===== config.mk =====
export PLATFORM = sky130hd
export DESIGN_NAME = agc_linear_ahb_flat
export DESIGN_NICKNAME = d
export VERILOG_FILES = /design/src/rtl/agc_linear_ahb_if.sv /design/src/rtl/agc_linear_ahb.sv /design/src/flat_wrapper.sv
export SDC_FILE = /design/constraint.sdc
export NUM_CORES = 1
export LEC_CHECK = 0
export ABC_AREA = 0
export CORE_ASPECT_RATIO = 1.2
export CORE_MARGIN = 8
export CORE_UTILIZATION = 40
export CTS_CLUSTER_DIAMETER = 200
export DETAILED_ROUTE_END_ITERATION = 7
export PLACE_DENSITY = 0.6
export SETUP_SLACK_MARGIN = 0.5
export SLEW_MARGIN = 20
export SYNTH_ARGS = -nofsm -noshare
export SYNTH_HDL_FRONTEND = slang
export SYNTH_SLANG_ARGS = --single-unit

===== constraint.sdc =====
create_clock -name clk -period 14.3 [get_ports clk]
set_input_delay 2.86 -clock clk [delete_from_list [all_inputs] [get_ports clk]]
set_output_delay 2.86 -clock clk [all_outputs]
set_load 0.01 [all_outputs]

===== src/rtl/agc_linear_ahb_if.sv =====
// Stream and AHB-Lite signals of the linear AGC block.
// The slave modport is the AGC's view and the master modport is the environment's view.
interface agc_linear_ahb_if #(
  parameter int DW = 16
) ();
  logic [DW-1:0] tdata_s;
  logic          tvalid_s;
  logic          tready_s;
  logic [DW-1:0] tdata_m;
  logic          tvalid_m;
  logic          tready_m;
  logic [31:0]   haddr_s;
  logic [2:0]    hburst_s;
  logic [2:0]    hsize_s;
  logic [1:0]    htrans_s;
  logic [31:0]   hwdata_s;
  logic          hwrite_s;
  logic [31:0]   hrdata_s;
  logic          hreadyout_s;
  logic          hresp_s;
  logic          hsel_s;

  modport slave (
    input  tdata_s, tvalid_s, tready_m,
    input  haddr_s, hburst_s, hsize_s, htrans_s, hwdata_s, hwrite_s, hsel_s,
    output tready_s, tdata_m, tvalid_m,
    output hrdata_s, hreadyout_s, hresp_s
  );

  modport master (
    output tdata_s, tvalid_s, tready_m,
    output haddr_s, hburst_s, hsize_s, htrans_s, hwdata_s, hwrite_s, hsel_s,
    input  tready_s, tdata_m, tvalid_m,
    input  hrdata_s, hreadyout_s, hresp_s
  );
endinterface


===== src/rtl/agc_linear_ahb.sv =====
// Linear AGC: a Q8.8 gain multiply with saturation, a peak-hold envelope with slow decay,
// and a proportional gain loop steering the envelope toward TARGET. The CPU configures
// and monitors the block through a zero-wait-state AHB-Lite register file.
module agc_linear_ahb #(
  parameter int DW = 16,
  parameter int K  = 100
) (
  input  logic           clk,
  input  logic           reset_n,
  input  logic           ce,
  agc_linear_ahb_if.slave bus
);
  localparam int PW = DW + 17;  // product width, including the sign of the unsigned gain
  localparam int SW = DW + 9;   // width of err*K
  localparam logic signed [PW-1:0] Y_MAX = PW'((64'sd1 <<< (DW - 1)) - 64'sd1);
  localparam logic signed [PW-1:0] Y_MIN = -Y_MAX - PW'(1);
  localparam logic signed [SW:0]   G_MIN = (SW+1)'(1);
  localparam logic signed [SW:0]   G_MAX = (SW+1)'(65535);

  logic          ctrl_en;
  logic [DW-2:0] target;
  logic [15:0]   gain;
  logic [DW-1:0] env;
  logic          sat;
  logic          wr_pend, rd_pend;
  logic [2:0]    addr_q;
  logic          ahb_acc;
  logic          fire;

  logic signed [PW-1:0] prod, shifted;
  logic signed [DW-1:0] y;
  logic                 sat_hit;
  logic [DW-1:0]        y_abs, env_nxt;
  logic signed [DW:0]   err;
  logic signed [SW-1:0] err_k, gstep;
  logic signed [SW:0]   gsum;
  logic [15:0]          gain_nxt;
  logic [31:0]          rdata;

  // The AHB fields below are not needed: every access is a 32-bit word and bursts are ignored.
  logic unused_bits;
  assign unused_bits = ^{bus.hburst_s, bus.hsize_s, bus.haddr_s[31:5], bus.haddr_s[1:0],
                         bus.hwdata_s[31:16]};

  assign bus.hreadyout_s = 1'b1;
  assign bus.hresp_s     = 1'b0;
  assign ahb_acc         = bus.hsel_s & bus.htrans_s[1];
  assign bus.tready_s    = ce & (~bus.tvalid_m | bus.tready_m);
  assign fire            = bus.tvalid_s & bus.tready_s;

  // Datapath: gain, clamp, envelope and gain-loop arithmetic for the current input sample.
  always_comb begin
    prod    = $signed({{17{bus.tdata_s[DW-1]}}, bus.tdata_s}) *
              $signed({{(DW+1){1'b0}}, gain});
    shifted = prod >>> 8;
    sat_hit = 1'b0;
    y       = shifted[DW-1:0];
    if (shifted > Y_MAX) begin
      y       = Y_MAX[DW-1:0];
      sat_hit = 1'b1;
    end else if (shifted < Y_MIN) begin
      y       = Y_MIN[DW-1:0];
      sat_hit = 1'b1;
    end
    // The most negative output has no positive twin, so its magnitude is capped at full scale.
    if (!y[DW-1])
      y_abs = y;
    else if (y == Y_MIN[DW-1:0])
      y_abs = Y_MAX[DW-1:0];
    else
      y_abs = ~y + 1'b1;
    env_nxt = (y_abs > env) ? y_abs : env - (env >> 8);
    err     = $signed({2'b00, target}) - $signed({1'b0, env});
    err_k   = $signed({{8{err[DW]}}, err}) * $signed(SW'(K));
    gstep   = err_k >>> 16;
    gsum    = $signed({{(SW-15){1'b0}}, gain}) + $signed({gstep[SW-1], gstep});
    if (gsum < G_MIN)
      gain_nxt = 16'h0001;
    else if (gsum > G_MAX)
      gain_nxt = 16'hFFFF;
    else
      gain_nxt = gsum[15:0];
  end

  // AHB address phase capture and register file; an AHB write to GAIN beats the loop update.
  always_ff @(posedge clk) begin
    if (!reset_n) begin
      wr_pend <= 1'b0;
      rd_pend <= 1'b0;
      addr_q  <= 3'd0;
      ctrl_en <= 1'b0;
      target  <= {1'b1, {(DW-2){1'b0}}};
      gain    <= 16'h0100;
      sat     <= 1'b0;
    end else begin
      wr_pend <= ahb_acc & bus.hwrite_s;
      rd_pend <= ahb_acc & ~bus.hwrite_s;
      if (ahb_acc)
        addr_q <= bus.haddr_s[4:2];
      if (wr_pend && addr_q == 3'd0)
        ctrl_en <= bus.hwdata_s[0];
      if (wr_pend && addr_q == 3'd1)
        target <= bus.hwdata_s[DW-2:0];
      if (wr_pend && addr_q == 3'd2)
        gain <= bus.hwdata_s[15:0];
      else if (fire && ctrl_en)
        gain <= gain_nxt;
      // A fresh saturation event is kept even if software clears the flag in the same cycle.
      if (fire && sat_hit)
        sat <= 1'b1;
      else if (wr_pend && addr_q == 3'd4 && bus.hwdata_s[0])
        sat <= 1'b0;
    end
  end

  // Registered output stage and envelope tracker; frozen while ce is low.
  always_ff @(posedge clk) begin
    if (!reset_n) begin
      bus.tdata_m  <= '0;
      bus.tvalid_m <= 1'b0;
      env          <= '0;
    end else if (fire) begin
      bus.tdata_m  <= y;
      bus.tvalid_m <= 1'b1;
      env          <= env_nxt;
    end else if (ce && bus.tready_m) begin
      bus.tvalid_m <= 1'b0;
    end
  end

  // Read mux for the data phase; anything other than a pending read returns zero.
  always_comb begin
    rdata = 32'd0;
    if (rd_pend) begin
      case (addr_q)
        3'd0:    rdata = {31'd0, ctrl_en};
        3'd1:    rdata = 32'(target);
        3'd2:    rdata = {16'd0, gain};
        3'd3:    rdata = 32'(env);
        3'd4:    rdata = {31'd0, sat};
        default: rdata = 32'd0;
      endcase
    end
  end

  assign bus.hrdata_s = rdata;
endmodule


===== src/flat_wrapper.sv =====
// flat-port wrapper written by rule: the top's interface ports become plain ports
module agc_linear_ahb_flat 
#(
  parameter int DW = 16,
  parameter int K  = 100
)
  (clk, reset_n, ce, bus_tdata_s, bus_tvalid_s, bus_tready_m, bus_haddr_s, bus_hburst_s, bus_hsize_s, bus_htrans_s, bus_hwdata_s, bus_hwrite_s, bus_hsel_s, bus_tready_s, bus_tdata_m, bus_tvalid_m, bus_hrdata_s, bus_hreadyout_s, bus_hresp_s);
  agc_linear_ahb_if #(.DW(DW)) bus_i ();
  input  logic clk;
  input  logic reset_n;
  input  logic ce;
  input wire logic [$bits(bus_i.tdata_s)-1:0] bus_tdata_s;
  input wire logic [$bits(bus_i.tvalid_s)-1:0] bus_tvalid_s;
  input wire logic [$bits(bus_i.tready_m)-1:0] bus_tready_m;
  input wire logic [$bits(bus_i.haddr_s)-1:0] bus_haddr_s;
  input wire logic [$bits(bus_i.hburst_s)-1:0] bus_hburst_s;
  input wire logic [$bits(bus_i.hsize_s)-1:0] bus_hsize_s;
  input wire logic [$bits(bus_i.htrans_s)-1:0] bus_htrans_s;
  input wire logic [$bits(bus_i.hwdata_s)-1:0] bus_hwdata_s;
  input wire logic [$bits(bus_i.hwrite_s)-1:0] bus_hwrite_s;
  input wire logic [$bits(bus_i.hsel_s)-1:0] bus_hsel_s;
  output wire logic [$bits(bus_i.tready_s)-1:0] bus_tready_s;
  output wire logic [$bits(bus_i.tdata_m)-1:0] bus_tdata_m;
  output wire logic [$bits(bus_i.tvalid_m)-1:0] bus_tvalid_m;
  output wire logic [$bits(bus_i.hrdata_s)-1:0] bus_hrdata_s;
  output wire logic [$bits(bus_i.hreadyout_s)-1:0] bus_hreadyout_s;
  output wire logic [$bits(bus_i.hresp_s)-1:0] bus_hresp_s;
  assign bus_i.tdata_s = bus_tdata_s;
  assign bus_i.tvalid_s = bus_tvalid_s;
  assign bus_i.tready_m = bus_tready_m;
  assign bus_i.haddr_s = bus_haddr_s;
  assign bus_i.hburst_s = bus_hburst_s;
  assign bus_i.hsize_s = bus_hsize_s;
  assign bus_i.htrans_s = bus_htrans_s;
  assign bus_i.hwdata_s = bus_hwdata_s;
  assign bus_i.hwrite_s = bus_hwrite_s;
  assign bus_i.hsel_s = bus_hsel_s;
  assign bus_tready_s = bus_i.tready_s;
  assign bus_tdata_m = bus_i.tdata_m;
  assign bus_tvalid_m = bus_i.tvalid_m;
  assign bus_hrdata_s = bus_i.hrdata_s;
  assign bus_hreadyout_s = bus_i.hreadyout_s;
  assign bus_hresp_s = bus_i.hresp_s;
  agc_linear_ahb #(.DW(DW), .K(K)) u_core (.clk(clk), .reset_n(reset_n), .ce(ce), .bus(bus_i));
endmodule

# ---- Word-level counts from Yosys, hierarchy flattened
# Index checks and enable logic that the tools add are counted.
dict set report classes {
  addsub 4
  mul 2
  magnitude_cmp 5
  eq_ne 5
  mux 17
  bitwise_logic 9
  reduce_logical 12
}
# op count
set op_table {}
lappend op_table {{16-bit 2-to-1 mux} 9}
lappend op_table {{16-bit case mux with 5 select lines} 1}
lappend op_table {{16-bit by 17-bit multiplier with 33-bit output} 1}
lappend op_table {{32-bit 2-to-1 mux} 1}
lappend op_table {{26-bit by 17-bit greater-than comparator with 1-bit output, second input constant} 1}
lappend op_table {{26-bit by 2-bit < comparator with 1-bit output, second input constant} 1}
lappend op_table {{25-bit by 16-bit greater-than comparator with 1-bit output, second input constant} 1}
lappend op_table {{25-bit by 16-bit < comparator with 1-bit output, second input constant} 1}
lappend op_table {{17-bit by 6-bit multiplier with 23-bit output, second input constant} 1}
lappend op_table {{17-bit by 9-bit adder with 18-bit output} 1}
lappend op_table {{15-bit by 16-bit subtractor with 17-bit output} 1}
lappend op_table {{16-bit by 1-bit adder with 16-bit output, second input constant} 1}
lappend op_table {{16-bit equality test, second input constant} 1}
lappend op_table {{16-bit greater-than comparator} 1}
lappend op_table {{16-bit NOT} 1}
lappend op_table {{16-bit by 8-bit subtractor with 16-bit output} 1}
lappend op_table {{1-bit logical AND} 8}
lappend op_table {{3-bit by 2-bit equality test with 1-bit output, second input constant} 2}
lappend op_table {{1-bit 2-to-1 mux} 6}
lappend op_table {{2-bit nonzero test} 3}
lappend op_table {{1-bit bitwise AND} 5}
lappend op_table {{3-bit by 1-bit equality test with 1-bit output, second input constant} 1}
lappend op_table {{3-bit equality test, second input constant} 1}
lappend op_table {{3-bit zero test} 1}
lappend op_table {{2 further kinds} 3}
dict set report word_totals {
  ff_bits 71
  inputBits 95
}

# ---- Depth between registers and ports, before layout
dict set report logic_depth {
  ltp_word 10
  depth_mapped 49
}

# ---- Worst setup path after synthesis
# OpenSTA, ideal clock, no wires.
dict set report synth_path {
  path_kind {input-to-reg}
  start {in bus_tdata_s[9]}
  end {reg u_core.env[8]}
  setup_ns 0.122
  arrival_time_ns 13.034
  required_ns 14.178
  slack_ns 1.144
  stages 48
  path_buffers 5
  cell_sequence {clkbuf_1 -> nand2_1 -> fa_1 -> inv_1 -> fa_1 -> inv_1 -> fa_1 -> inv_1 -> fa_1 -> fa_1 -> inv_1 -> fa_1 -> inv_1 -> ha_1 -> buf_2 -> a21oi_1 -> o21bai_1 -> a2111oi_2 -> (+12 left out) -> or4_4 -> a2bb2oi_2 -> a211o_1 -> buf_6 -> nand2_1 -> ha_1 -> a21oi_1 -> o221ai_1 -> a21o_1 -> a21o_1 -> a21o_1 -> a21o_1 -> a21oi_1 -> a31oi_1 -> nand2b_1 -> o31ai_1 -> o21ai_0 -> o311a_1}
}
dict set report synth_via {
  elab_chain_len 10
  elab_cells_between_ends 12
  classes_between {1 x add/sub; 1 x mul; 3 x order compare; 1 x eq/ne; 5 x mux; 1 x bitwise}
}
# item line_no
set synth_rtl {}
lappend synth_rtl {{from (decl)} flat_wrapper.sv:12} ;# input wire logic [$bits(bus_i.tdata_s)-1:0] bus_tdata_s;
lappend synth_rtl {{16-bit by 17-bit multiplier with 33-bit output (*)} agc_linear_ahb.sv:53} ;# prod = $signed({{17{bus.tdata_s[DW-1]}}, bus.tdata_s}) *
lappend synth_rtl {{25-bit by 16-bit < comparator with 1-bit output} agc_linear_ahb.sv:61} ;# end else if (shifted < Y_MIN) begin
lappend synth_rtl {{16-bit 2-to-1 mux} agc_linear_ahb.sv:61}
lappend synth_rtl {{16-bit 2-to-1 mux (*)} agc_linear_ahb.sv:58} ;# if (shifted > Y_MAX) begin
lappend synth_rtl {{16-bit NOT} agc_linear_ahb.sv:71} ;# y_abs = ~y + 1'b1;
lappend synth_rtl {{16-bit by 1-bit adder with 16-bit output} agc_linear_ahb.sv:71}
lappend synth_rtl {{16-bit 2-to-1 mux} agc_linear_ahb.sv:68} ;# else if (y == Y_MIN[DW-1:0])
lappend synth_rtl {{16-bit 2-to-1 mux (*)} agc_linear_ahb.sv:66} ;# if (!y[DW-1])
lappend synth_rtl {{16-bit greater-than comparator} agc_linear_ahb.sv:72} ;# env_nxt = (y_abs > env) ? y_abs : env - (env >> 8);
lappend synth_rtl {{16-bit 2-to-1 mux (*)} agc_linear_ahb.sv:72}
lappend synth_rtl {{to (signal assigned)} agc_linear_ahb.sv:125} ;# env <= env_nxt;
lappend synth_rtl {{to (decl)} agc_linear_ahb.sv:23} ;# logic [DW-1:0] env;
# Mark *: on every way between the ends. The rest lies on a longest branch, timed or not.
# A chain may end at the register's enable or synchronous reset.

# ---- Worst setup path after layout
dict set report layout_path {
  start {in bus_tdata_s[8]}
  end {reg u_core.env[8]}
}
# The elaborated chain is that of the path after synthesis.

==> results.json <==
{
  "outcome": "finished, final reports clean",
  "tightestPinTransition_ns": 1.07,
  "yosysUniqueCellTypes": 91,
  "cts-root-buf": "clkbuf_16",
  "crit_start": "bus_tdata_s[8]",
  "crit_required_ns": 14.53,
  "r2r_end": "u_core.env[8]",
  "slew_violations": 0,
  "gp_congestion": 1.00,
  "cp_top_family": "compound AO/OA/AOI/OAI gates",
  "drv_cap": 0,
  "drive_above_1_share_pct": 7.24,
  "clk_latency_ns": 0.34,
  "grt_max_degree": 46,
  "initial_utilization_pct": 40.4,
  "grt_use_total_pct": 20.4,
  "antenna_found_initial": 0,
  "numCtsBuffers": 9,
  "htreeDepth": 3,
  "fp.coreArea_um2": 42600,
  "rrSetupSlack_ns": 3.08,
  "synth.area.top_cells": "fa_1, ha_1, dfxtp_1",
  "vias": 15100,
  "async_flop_share_pct": 0,
  "worstHoldPathCells": 2,
  "layout_commonest_cell": "inv_1",
  "crit_buf_inv": 6,
  "ys_seq_area_share_pct": 8.27,
  "path_clk_slew_ns": 0.06,
  "slowest_stage": "fa_1",
  "drt_first_pass_iters": 5,
  "ys_warn_count": 0,
  "area_delta_synth_final_pct": 11.9,
  "crit_end": "u_core.env[8]",
  "synth.top_cell.area_share_pct": 24.5,
  "crit_path_max_fanout": 15,
  "min-delay-path-class": "register to register",
  "worst-path-stages": 44,
  "fin_worst_skew_ns": 0.00872,
  "cts_tree": "done",
  "setup_viol": 0,
  "end_kind": "register",
  "period_needed_ns": 13.21,
  "ff2ff_path_depth": 44,
  "rsz0062_at_grt": "yes",
  "routed_via_density": 5.48,
  "grt_pass1_wl_mm": 82.2,
  "syn-cell-area_um2": 17200,
  "cellLeakagePower_nw": 9.26,
  "synth_top_area_cell": "fa_1",
  "cp-start-kind": "input port",
  "synth_cells": 2139,
  "cp.arrival_ns": 13.45,
  "fin_nets": 2721,
  "path_common_cell": "a21o_1",
  "clock_path_buffers": 2,
  "fin_area_um2": 19200,
  "drt-total-wl_mm": 50.6,
  "path_class": "input port to register",
  "holdBufCountCts": 0,
  "max_slew_margin_pct": 28.9,
  "place_area_um2": 18600,
  "r2r-start": "u_core.gain[5]",
  "ir_drop_v": 0.000173,
  "final_cell_mix": "inv_1, nand2_1, ha_1",
  "die_w_um": 205,
  "tns_ns": 0,
  "grt_pass1_vias": 15600,
  "antenna_left": 0,
  "min_period_over_period_pct": 92.4,
  "max_freq_ghz": 0.0757,
  "dieArea_um2": 49900,
  "synth_seq_cells": 71,
  "clkSinkCount": 71,
  "slowest_delay_ns": 0.57,
  "synth_edf_count": 0,
  "core.rowCount": 83,
  "io_pins": 147,
  "port_buffers": 76,
  "drc": 0,
  "wire_per_inst_um": 18.4,
  "syn_avg_cell_area_um2": 8.03,
  "timing.final.hold_violations": 0,
  "ys.flop_type": "dfxtp_1",
  "hpwl_mm": 42.0,
  "powerDensity_nw_per_um2": 103,
  "dieHeight_um": 243,
  "overflow": 0,
  "drt_iter0_drc": 904
}
synthesized netlist by cell type (5+ instances only):
master	number
a211o_1	9
a211oi_1	18
a21boi_0	14
a21o_1	40
a21oi_1	110
a22oi_1	29
a31oi_1	26
and2_1	128
and3_1	8
buf_4	18
clkbuf_1	84
dfxtp_1	71
fa_1	210
ha_1	225
inv_1	351
mux2_2	15
mux2i_1	8
nand2_1	230
nand2b_1	23
nand3_1	27
nand4_1	10
nor2_1	120
nor2b_1	13
nor3_1	23
nor3b_1	5
nor4_1	10
o2111ai_1	5
o211ai_1	6
o21a_1	11
o21ai_0	76
o21ai_1	6
o21bai_1	8
o221ai_1	6
o22ai_1	10
o31a_1	6
o31ai_1	11
or2_2	10
or3_1	12
or4_1	8
xnor2_1	34
xor2_1	17
final cells by class:
| cell class | count | area [µm²] |
|---|---|---|
| Multi-Input combinational cell | 1622 | 14300 |
| Clock inverter | 6 | 60.1 |
| Fill cell | 4264 | 23400 |
| Sequential cell | 71 | 1420 |
| Tap cell | 552 | 691 |
| Timing Repair Buffer | 135 | 1230 |
| Clock buffer | 10 | 239 |
| Antenna cell | 1 | 2.50 |
| Inverter | 352 | 1320 |
metal layers:
metal	vias up	wire [µm]	GRT usage, %	part of all wire (%)
met2	368	26300	37.1	52
li1	7158	-	-	-
met1	7462	20700	24.4	41
met3	86	1790	1.91	3.5
met4	0	1800	7.39	3.5
met5	-	0	0	0
stage by stage:
| stage | total power, mW | hold slack (ns) | worst slack, ns | utilization, % | cells |
|---|---|---|---|---|---|
| after global routing | 2.22 | 0.492 | 0.478 | 45.1 | 2748 |
| final | 1.98 | 0.472 | 1.09 | 45.2 | 2749 |
| after detailed placement | 1.74 | 0.464 | 0.105 | 43.8 | 2730 |
| after global placement | 1.72 | 0.458 | 0.174 | 43.8 | 2730 |
| after CTS | 1.99 | 0.472 | 0.581 | 44.5 | 2746 |
| after floorplan | 1.35 | 0.444 | 1.14 | - | 2155 |
what timing repair did:
| item | 4_1_cts | 5_1_grt |
|---|---|---|
| endpoints found under the hold margin | 0 | 0 |
| gates cloned | 0 | 0 |
| pin swaps | 0 | 4 |
| setup endpoints to repair | 3 | 16 |
| gates resized for setup | 5 | 47 |
| setup buffers | 0 | 2 |
where the power goes:
part           internal, mW  leakage [nW]  switching (mW)
Combinational         0.641          8.54           0.885
Clock                 0.139         0.144          0.0942
Sequential            0.208         0.579          0.0151
worst reg2reg max path: cells and delay by family, from the launching register on:
family	cells	cell delay, ns
compound gates	23	4.54
fa+ha+maj	9	3.94
simple gates	6	1.31
flops	1	0.91
buf+inv	6	0.42
how the worst min path moves through the flow:
stage          slack (ns)               end        startpoint
3_3_place_gp         0.46  u_core.target[0]  u_core.target[0]
6_report             0.47  u_core.target[0]  u_core.target[0]
3_5_place_dp         0.46  u_core.target[0]  u_core.target[0]
2_1_floorplan        0.44        u_core.sat        u_core.sat
5_1_grt              0.49  u_core.target[0]  u_core.target[0]
4_1_cts              0.47  u_core.target[0]  u_core.target[0]
sequential cells by signal, summed over array words and instances, names as in the netlist:
| register | flops |
|---|---|
| u_core.ctrl_en | 1 |
| u_core.addr_q | 3 |
| u_core.rd_pend | 1 |
| u_core.wr_pend | 1 |
| u_core.gain | 16 |
| u_core.target | 15 |
| u_core.sat | 1 |
| u_core.env | 16 |
| u_core.bus.tdata_m | 16 |
| u_core.bus.tvalid_m | 1 |
kinds of logic (layout without fill, tap and decap cells):
| group | Yosys count | in the layout | share of synthesized area [%] |
|---|---|---|---|
| compound gates | 449 | 449 | 17.7 |
| xor+xnor | 51 | 51 | 2.60 |
| fa+ha+maj | 435 | 435 | 40.9 |
| buf+inv | 462 | 503 | 10.6 |
| flops | 71 | 71 | 8.27 |
| mux | 23 | 23 | 1.45 |
| other cells | 2 | 19 | 0.0437 |
| simple gates | 646 | 646 | 18.5 |
(Power assumes the default switching activity.)
